--- config.mk ---
export PLATFORM = sky130hd
export DESIGN_NAME = alu_op_sequencer
export DESIGN_NICKNAME = d
export VERILOG_FILES = /design/src/rtl/alu_op_sequencer.sv
export SDC_FILE = /design/constraint.sdc
export NUM_CORES = 1
export LEC_CHECK = 0
export ABC_CLOCK_PERIOD_IN_PS = 4700
export CAP_MARGIN = 15
export CELL_PAD_IN_SITES_DETAIL_PLACEMENT = 0
export CELL_PAD_IN_SITES_GLOBAL_PLACEMENT = 1
export CORE_UTILIZATION = 37
export CTS_CLUSTER_SIZE = 12
export DETAILED_ROUTE_END_ITERATION = 10
export PLACE_DENSITY = 0.92
export REMOVE_ABC_BUFFERS = 1
export SLEW_MARGIN = 20
export SYNTH_ARGS = -nofsm -noshare
export SYNTH_HDL_FRONTEND = slang
export SYNTH_SLANG_ARGS = --single-unit
--- constraint.sdc ---
create_clock -name clk -period 4.7 [get_ports clk]
set_clock_uncertainty 0.1 [all_clocks]
set_input_delay 0.94 -clock clk [delete_from_list [all_inputs] [get_ports clk]]
set_output_delay 0.94 -clock clk [all_outputs]
set_load 0.005 [all_outputs]
--- src/rtl/alu_op_sequencer.sv ---
// Request/response front-end for the serial-operand ALU: replays (op, A, B) on the
// start/s/inbus protocol, captures one or two result words, and aborts hung operations.
module alu_op_sequencer #(
  parameter int W       = 16,
  parameter int TIMEOUT = 64
) (
  input  logic         clk,
  input  logic         rst_b,
  input  logic         req_valid,
  output logic         req_ready,
  input  logic [1:0]   req_op,
  input  logic [W-1:0] req_a,
  input  logic [W-1:0] req_b,
  output logic         rsp_valid,
  input  logic         rsp_ready,
  output logic [W-1:0] rsp_hi,
  output logic [W-1:0] rsp_lo,
  output logic [3:0]   rsp_flags,
  output logic         rsp_timeout,
  output logic         alu_start,
  output logic [1:0]   alu_s,
  output logic [W-1:0] alu_inbus,
  input  logic [W-1:0] alu_outbus,
  input  logic         alu_finish,
  input  logic [3:0]   alu_flags,
  output logic         alu_clr
);

  localparam int WDW = $clog2(TIMEOUT);

  typedef enum logic [2:0] {
    S_IDLE, S_START, S_HOLD, S_OPB, S_WAIT, S_CAP2, S_RESP
  } state_t;

  state_t         state_q, state_d;
  logic [1:0]     op_q, op_d;
  logic [W-1:0]   b_q, b_d;
  logic [WDW-1:0] wd_q, wd_d;
  logic           req_ready_q, req_ready_d;
  logic           alu_start_q, alu_start_d;
  logic [1:0]     alu_s_q, alu_s_d;
  logic [W-1:0]   alu_inbus_q, alu_inbus_d;
  logic           alu_clr_q, alu_clr_d;
  logic           rsp_valid_q, rsp_valid_d;
  logic [W-1:0]   rsp_hi_q, rsp_hi_d;
  logic [W-1:0]   rsp_lo_q, rsp_lo_d;
  logic [3:0]     rsp_flags_q, rsp_flags_d;
  logic           rsp_timeout_q, rsp_timeout_d;

  // Outputs are computed together with the next state so they line up with it.
  always_comb begin
    state_d       = state_q;
    op_d          = op_q;
    b_d           = b_q;
    wd_d          = wd_q;
    req_ready_d   = req_ready_q;
    alu_start_d   = 1'b0;
    alu_s_d       = alu_s_q;
    alu_inbus_d   = alu_inbus_q;
    alu_clr_d     = 1'b0;
    rsp_valid_d   = rsp_valid_q;
    rsp_hi_d      = rsp_hi_q;
    rsp_lo_d      = rsp_lo_q;
    rsp_flags_d   = rsp_flags_q;
    rsp_timeout_d = rsp_timeout_q;
    case (state_q)
      S_IDLE: begin
        if (req_valid && req_ready_q) begin
          op_d        = req_op;
          b_d         = req_b;
          wd_d        = '0;
          req_ready_d = 1'b0;
          alu_start_d = 1'b1;
          alu_s_d     = req_op;
          alu_inbus_d = req_a;
          state_d     = S_START;
        end
      end
      S_START: state_d = S_HOLD;
      S_HOLD: begin
        alu_inbus_d = b_q;
        state_d     = S_OPB;
      end
      S_OPB: state_d = S_WAIT;
      S_WAIT: begin
        // A result arriving on the last watchdog cycle still beats the abort.
        if (alu_finish) begin
          rsp_flags_d = alu_flags;
          alu_inbus_d = '0;
          if (!op_q[1]) begin
            rsp_lo_d    = alu_outbus;
            rsp_hi_d    = '0;
            rsp_valid_d = 1'b1;
            state_d     = S_RESP;
          end else begin
            rsp_hi_d = alu_outbus;
            state_d  = S_CAP2;
          end
        end else if (wd_q == WDW'(TIMEOUT - 1)) begin
          rsp_hi_d      = '0;
          rsp_lo_d      = '0;
          rsp_flags_d   = '0;
          rsp_timeout_d = 1'b1;
          rsp_valid_d   = 1'b1;
          alu_clr_d     = 1'b1;
          alu_inbus_d   = '0;
          state_d       = S_RESP;
        end else begin
          wd_d = wd_q + 1'b1;
        end
      end
      S_CAP2: begin
        rsp_lo_d    = alu_outbus;
        rsp_valid_d = 1'b1;
        state_d     = S_RESP;
      end
      S_RESP: begin
        if (rsp_ready) begin
          rsp_valid_d   = 1'b0;
          rsp_timeout_d = 1'b0;
          alu_s_d       = 2'b00;
          req_ready_d   = 1'b1;
          state_d       = S_IDLE;
        end
      end
      default: begin
        alu_inbus_d = '0;
        alu_s_d     = 2'b00;
        req_ready_d = 1'b1;
        rsp_valid_d = 1'b0;
        state_d     = S_IDLE;
      end
    endcase
  end

  always_ff @(posedge clk) begin
    if (rst_b) begin
      state_q       <= S_IDLE;
      op_q          <= 2'b00;
      b_q           <= '0;
      wd_q          <= '0;
      req_ready_q   <= 1'b1;
      alu_start_q   <= 1'b0;
      alu_s_q       <= 2'b00;
      alu_inbus_q   <= '0;
      alu_clr_q     <= 1'b0;
      rsp_valid_q   <= 1'b0;
      rsp_hi_q      <= '0;
      rsp_lo_q      <= '0;
      rsp_flags_q   <= '0;
      rsp_timeout_q <= 1'b0;
    end else begin
      state_q       <= state_d;
      op_q          <= op_d;
      b_q           <= b_d;
      wd_q          <= wd_d;
      req_ready_q   <= req_ready_d;
      alu_start_q   <= alu_start_d;
      alu_s_q       <= alu_s_d;
      alu_inbus_q   <= alu_inbus_d;
      alu_clr_q     <= alu_clr_d;
      rsp_valid_q   <= rsp_valid_d;
      rsp_hi_q      <= rsp_hi_d;
      rsp_lo_q      <= rsp_lo_d;
      rsp_flags_q   <= rsp_flags_d;
      rsp_timeout_q <= rsp_timeout_d;
    end
  end

  assign req_ready   = req_ready_q;
  assign alu_start   = alu_start_q;
  assign alu_s       = alu_s_q;
  assign alu_inbus   = alu_inbus_q;
  assign alu_clr     = alu_clr_q;
  assign rsp_valid   = rsp_valid_q;
  assign rsp_hi      = rsp_hi_q;
  assign rsp_lo      = rsp_lo_q;
  assign rsp_flags   = rsp_flags_q;
  assign rsp_timeout = rsp_timeout_q;

endmodule

==> out/results.ini, run 1 <==
[outcome]
status = finished clean

[global_routing]
grt.total_usage = 0.191
grt_pass1_vias = 3075
grt_overflow = 0
grt_pass1_wl_mm = 15.4
grt_antenna_before_repair = 0
grt_max_degree = 62

[power]
leakagePower_nw = 1.66
intPower_mw = 1.23
power_switching_uw = 415
p_clk_frac = 0.359
pwr-share-seq = 0.482
power_frac_comb = 0.159
switching_share = 0.253
peakVddDrop_uv = 142
p_per_area_nw_per_um2 = 324

[timing]
slew_viol_final = 0
hold_ws_ns = 0.361
max-slew-margin-rel = 0.360
period_needed_ns = 2.73
finalSetupViolations = 0
rsz0062_at_grt = false
fmax_ghz = 0.366
fin_setup_tns_ns = 0
worst_pin_slew_ns = 0.960
fin_crit_sh = 0.582
hold_viol_final = 0

[logic_synthesis]
synth_top_area_cell = dfxtp_1
syn_area_per_cell_um2 = 9.21
ys_seq_area_frac = 0.463
synth_edf_count = 0
yosysUniqueCellTypes = 46
ys_warn_count = 0
netlist_area_um2 = 3670
ys.flop_type = dfxtp_1
netlist_instances = 399
synthTopCellsByArea = dfxtp_1, mux2i_1, a21oi_1, nand2_1, o2bb2ai_1
synth_common_cells = dfxtp_1, a21oi_1, nand2_1, mux2i_1, o21ai_0
synth_most_common_cell = dfxtp_1
yosysTopAreaCellShare = 0.463
synth_seq_cells = 85
async_flop_share = 0

[cts]
cts_buffer_depth = 2
clock_latency_ns = 0.34
hold_buffers = 0
post_cts_buffers = 0
cts_resized = 0
cts_buffers = 9
cts.sinks = 85
htreeDepth = 3
cts_root_buffer = clkbuf_8
cts_tree = done
clkTransAtPathRegs_ns = 0.09

[run]
maxCapViolCount = 0

[critical_path]
path_max_fanout = 16
critPathCaptureType = flop
cp_top_family = compound AO/OA/AOI/OAI gates
arrival_ns = 2.90
crit_type = in2reg
cp_num_buf_inv = 1
crit_chain = clkdlybuf4s50_1 > o31ai_2 > o21a_1 > mux2i_1
slowest_delay_ns = 0.80
cp_slowest_cell = o21a_1
worstPathRequired_ns = 4.87
setup.worst_path.start_class = input pin

[placement]
port_buffers = 117
place_inst = 616
hpwl_mm = 6.37
gp_congestion = 0.749

[layout]
drive_above_1_share = 0.0501
nNetsFinal = 554
syn2layout_area_growth_pct = 37.8
layout.cells.non_filler = 632
utilization = 0.523
antenna_cells = 0

[floorplanning]
die-area_um2 = 10300
dieHeight_um = 102
die_w_um = 102
num_rows = 36
io-pin-count = 118
start_util = 0.379
coreArea_um2 = 9680

[drt]
vias_per_cell = 5.19
drtIter0Drc = 123
highest_layer = met4
routedWlPerCell_um = 15.2
routed_wl_mm = 9.62
met3_wirelength_um = 761
vias = 3278
drc = 0
routed-wl-met2_mm = 4.16
wl_met1_mm = 4.60
dr.pass1.iters = 4
ant_nets = 0

[worst_hold_path]
holdCritPathClass = reg2reg

==> metrics by stage <==
stage | worst slack [ns] | total power, mW | area, um2
final | 1.97 | 1.64 | 5060
after global routing | 1.83 | 1.72 | 5060
after CTS | 1.96 | 1.66 | 5060
after detailed placement | 1.61 | 1.07 | 4840
after global placement | 1.64 | 1.07 | 4840
after floorplan | 2.46 | 0.918 | 3470
==> tightest hold or removal path: stages (launching register included) <==
cell	delay, ns
dfxtp_1	0.32
nand2_1	0.05
a21oi_1	0.05
==> final timing paths <==
path                            startpoint  slack [ns]  cells after the start         end
worst max-delay path            alu_finish        1.97                      4  rsp_lo[11]
worst min-delay path               b_q[10]        0.36                      2     b_q[10]
worst max register to register     wd_q[0]        2.29                      5  rsp_lo[11]
worst min register to register     b_q[10]        0.36                      2     b_q[10]
==> power by group through the flow <==
stage / clock (mW) / combinational [mW] / sequential (mW)
after floorplan: 0 / 0.106 / 0.812
after global placement: 0 / 0.261 / 0.807
after detailed placement: 0 / 0.263 / 0.808
after CTS: 0.603 / 0.265 / 0.792
after global routing: 0.631 / 0.288 / 0.798
final: 0.589 / 0.261 / 0.792
==> per-layer routing <==
metal	GRT usage	vias to the layer above
li1	-	1618
met1	0.261	1528
met2	0.294	125
met5	0	-
met3	0.0511	7
met4	0.0569	0
==> final cells by class <==
| type | count | area, um2 |
|---|---|---|
| clock inverter | 3 | 67.6 |
| multi-input combinational | 270 | 1750 |
| tap | 133 | 166 |
| fill | 925 | 4620 |
| timing repair buffer | 121 | 1200 |
| inverter | 7 | 26.3 |
| clock buffer | 13 | 159 |
| sequential | 85 | 1700 |
==> placed cells by master, fill, tap and decap left out, types with 11 or more instances in the layout <==
cell,count
clkdlybuf4s50_1,116
clkbuf_8,11
dfxtp_1,85
nand3b_1,17
a21oi_1,42
o21ai_0,24
o2bb2ai_1,16
nand2_1,42
nand2b_1,20
nand4_1,16
mux2i_1,33
==> sequential cells by signal, summed over array words and instances, names as in the netlist <==
name	flops
alu_inbus	16
op_q	1
rsp_lo	16
alu_s	2
alu_start	1
state_q	3
rsp_hi	16
wd_q	6
rsp_timeout	1
req_ready	1
rsp_flags	4
b_q	16
rsp_valid	1
alu_clr	1
==> kinds of logic after synthesis <==
| group | share of synthesized area |
|---|---|
| AOI/OAI and AO/OA | 0.178 |
| adders and majority gates | 0.00340 |
| buffers and inverters | 0.0620 |
| DFF | 0.463 |
| muxes | 0.0899 |
| and+or+nand+nor | 0.204 |
No activity file was read; power rests on OpenSTA's default activity.
==> run 2: changes to the inputs <==
Settings changed: ABC_CLOCK_PERIOD_IN_PS 4700 to 2700, CORE_UTILIZATION 37 to 34, PLACE_DENSITY 0.92 to 0.86.
Clock period 4.7 ns to 2.7 ns, I/O delays scaled along.
==> out/results.ini, run 2 (same netlist as run 1, synthesis figures left out) <==
[outcome]
status = finished clean

[global_routing]
grt_pass1_wl_mm = 16.2
grt_overflow = 0
grt_max_degree = 37
use_met3 = 0.0632
use_met2 = 0.281
grt.total_usage = 0.180
met1_usage = 0.238
grt.busiest_layer = met2
grt_pass1_vias = 3259
grt_antenna_before_repair = 0

[floorplanning]
num_rows = 37
start_util = 0.353
io-pin-count = 118
coreArea_um2 = 10400
die-area_um2 = 11200
die_w_um = 106
dieHeight_um = 106

[cts]
cts.sinks = 85
htreeDepth = 3
clkTransAtPathRegs_ns = 0.09
cts_buffers = 9
clock_latency_ns = 0.35
cts_root_buffer = clkbuf_8
cts_buffer_depth = 2
post_cts_buffers = 0
hold_buffers = 0
cts_resized = 0
cts_tree = done

[layout]
nNetsFinal = 562
final_area_um2 = 5100
drive_above_1_share = 0.0690
antenna_cells = 0
final_common_cell = clkdlybuf4s50_1
syn2layout_area_growth_pct = 38.7
layout_common_cells = clkdlybuf4s50_1, dfxtp_1, nand2_1, a21oi_1, mux2i_1

[run]
maxCapViolCount = 0

[timing]
rsz0062_at_grt = false
max-slew-margin-rel = 0.612
hold_ws_ns = 0.360
fmax_ghz = 0.468
fin_crit_sh = 0.791
finalSetupViolations = 0
fin_setup_tns_ns = 0
period_needed_ns = 2.14
worst_pin_slew_ns = 0.583
slew_viol_final = 0
hold_viol_final = 0

[placement]
dpl_cell_area_um2 = 4910
hpwl_mm = 6.68
port_buffers = 117
gp_congestion = 0.790

[worst_hold_path]
hp-start = b_q[12]
holdCritPathClass = reg2reg
holdPathStages = 2
whs_endpoint = b_q[12]

[drt]
dr.pass1.iters = 5
drtIter0Drc = 192
routedWlPerCell_um = 15.4
routed_wl_mm = 9.92
vias_per_cell = 5.24
drc = 0
vias = 3367
ant_nets = 0

[critical_path]
arrival_ns = 2.25
crit_type = in2reg
cp_num_buf_inv = 1
r2r-start = state_q[2]
critPathCaptureType = flop
cp_top_family = compound AO/OA/AOI/OAI gates
rrSetupSlack_ns = 0.59
setup.worst_path.start_class = input pin
r2r-end = rsp_lo[14]
slowest_delay_ns = 0.66
path_max_fanout = 11
crit_chain = clkdlybuf4s50_1 > a2111oi_0 > a21boi_2 > o311ai_0
reg2reg_depth = 4
worstPathRequired_ns = 2.81
cp_slowest_cell = clkdlybuf4s50_1

[power]
p_per_area_nw_per_um2 = 532
leakagePower_nw = 1.68
total_power_mw = 2.71
peakVddDrop_uv = 300

-- run 2: worst max-delay path by stage --
| stage | start | to | slack [ns] | depth (start not counted) |
|---|---|---|---|---|
| global route | state_q[2] | rsp_lo[13] | 0.43 | 4 |
| floorplan | state_q[1] | alu_inbus[14] | 0.58 | 4 |
| CTS | state_q[2] | rsp_lo[14] | 0.59 | 4 |
| detailed placement | alu_finish | wd_q[4] | 0.25 | 4 |
| global placement | alu_finish | wd_q[4] | 0.34 | 4 |
| finish | alu_finish | wd_q[4] | 0.56 | 4 |
-- run 2: power breakdown --
| part | total, mW | internal (mW) | switching [mW] | leakage (nW) |
|---|---|---|---|---|
| clock | 0.854 | 0.366 | 0.487 | 0.0893 |
| combinational | 0.479 | 0.252 | 0.226 | 0.902 |
| sequential | 1.38 | 1.32 | 0.0550 | 0.690 |
-- run 2: cell type report --
cell class                 instances  area (um2)
clock buffer                      10         138
clock inverter                     6        46.3
fill                             977        5320
inverter                           7        26.3
multi-input combinational        270        1750
sequential                        85        1700
tap                              136         170
timing repair buffer             129        1270
-- run 2: routing by layer --
metal  vias up  routed length [um]
li1       1636                   -
met1      1583                4580
met2       141                4320
met3         7                 933
met4         0                  79
met5         -                   0
-- run 2: worst register-to-register path: cells and delay by family, from the launching register on --
kind / cells / cell delay [ns]
compound gates: 1 / 0.54
flops: 1 / 0.65
mux: 1 / 0.18
simple gates: 2 / 0.56
-- run 2: through the flow --
| step | util | instances | setup WS, ns |
|---|---|---|---|
| final | 0.489 | 643 | 0.563 |
| after global routing | 0.489 | 643 | 0.427 |
| after CTS | 0.489 | 643 | 0.594 |
| after detailed placement | 0.472 | 627 | 0.248 |
| after global placement | 0.472 | 627 | 0.340 |
| after floorplan | - | 362 | 0.582 |
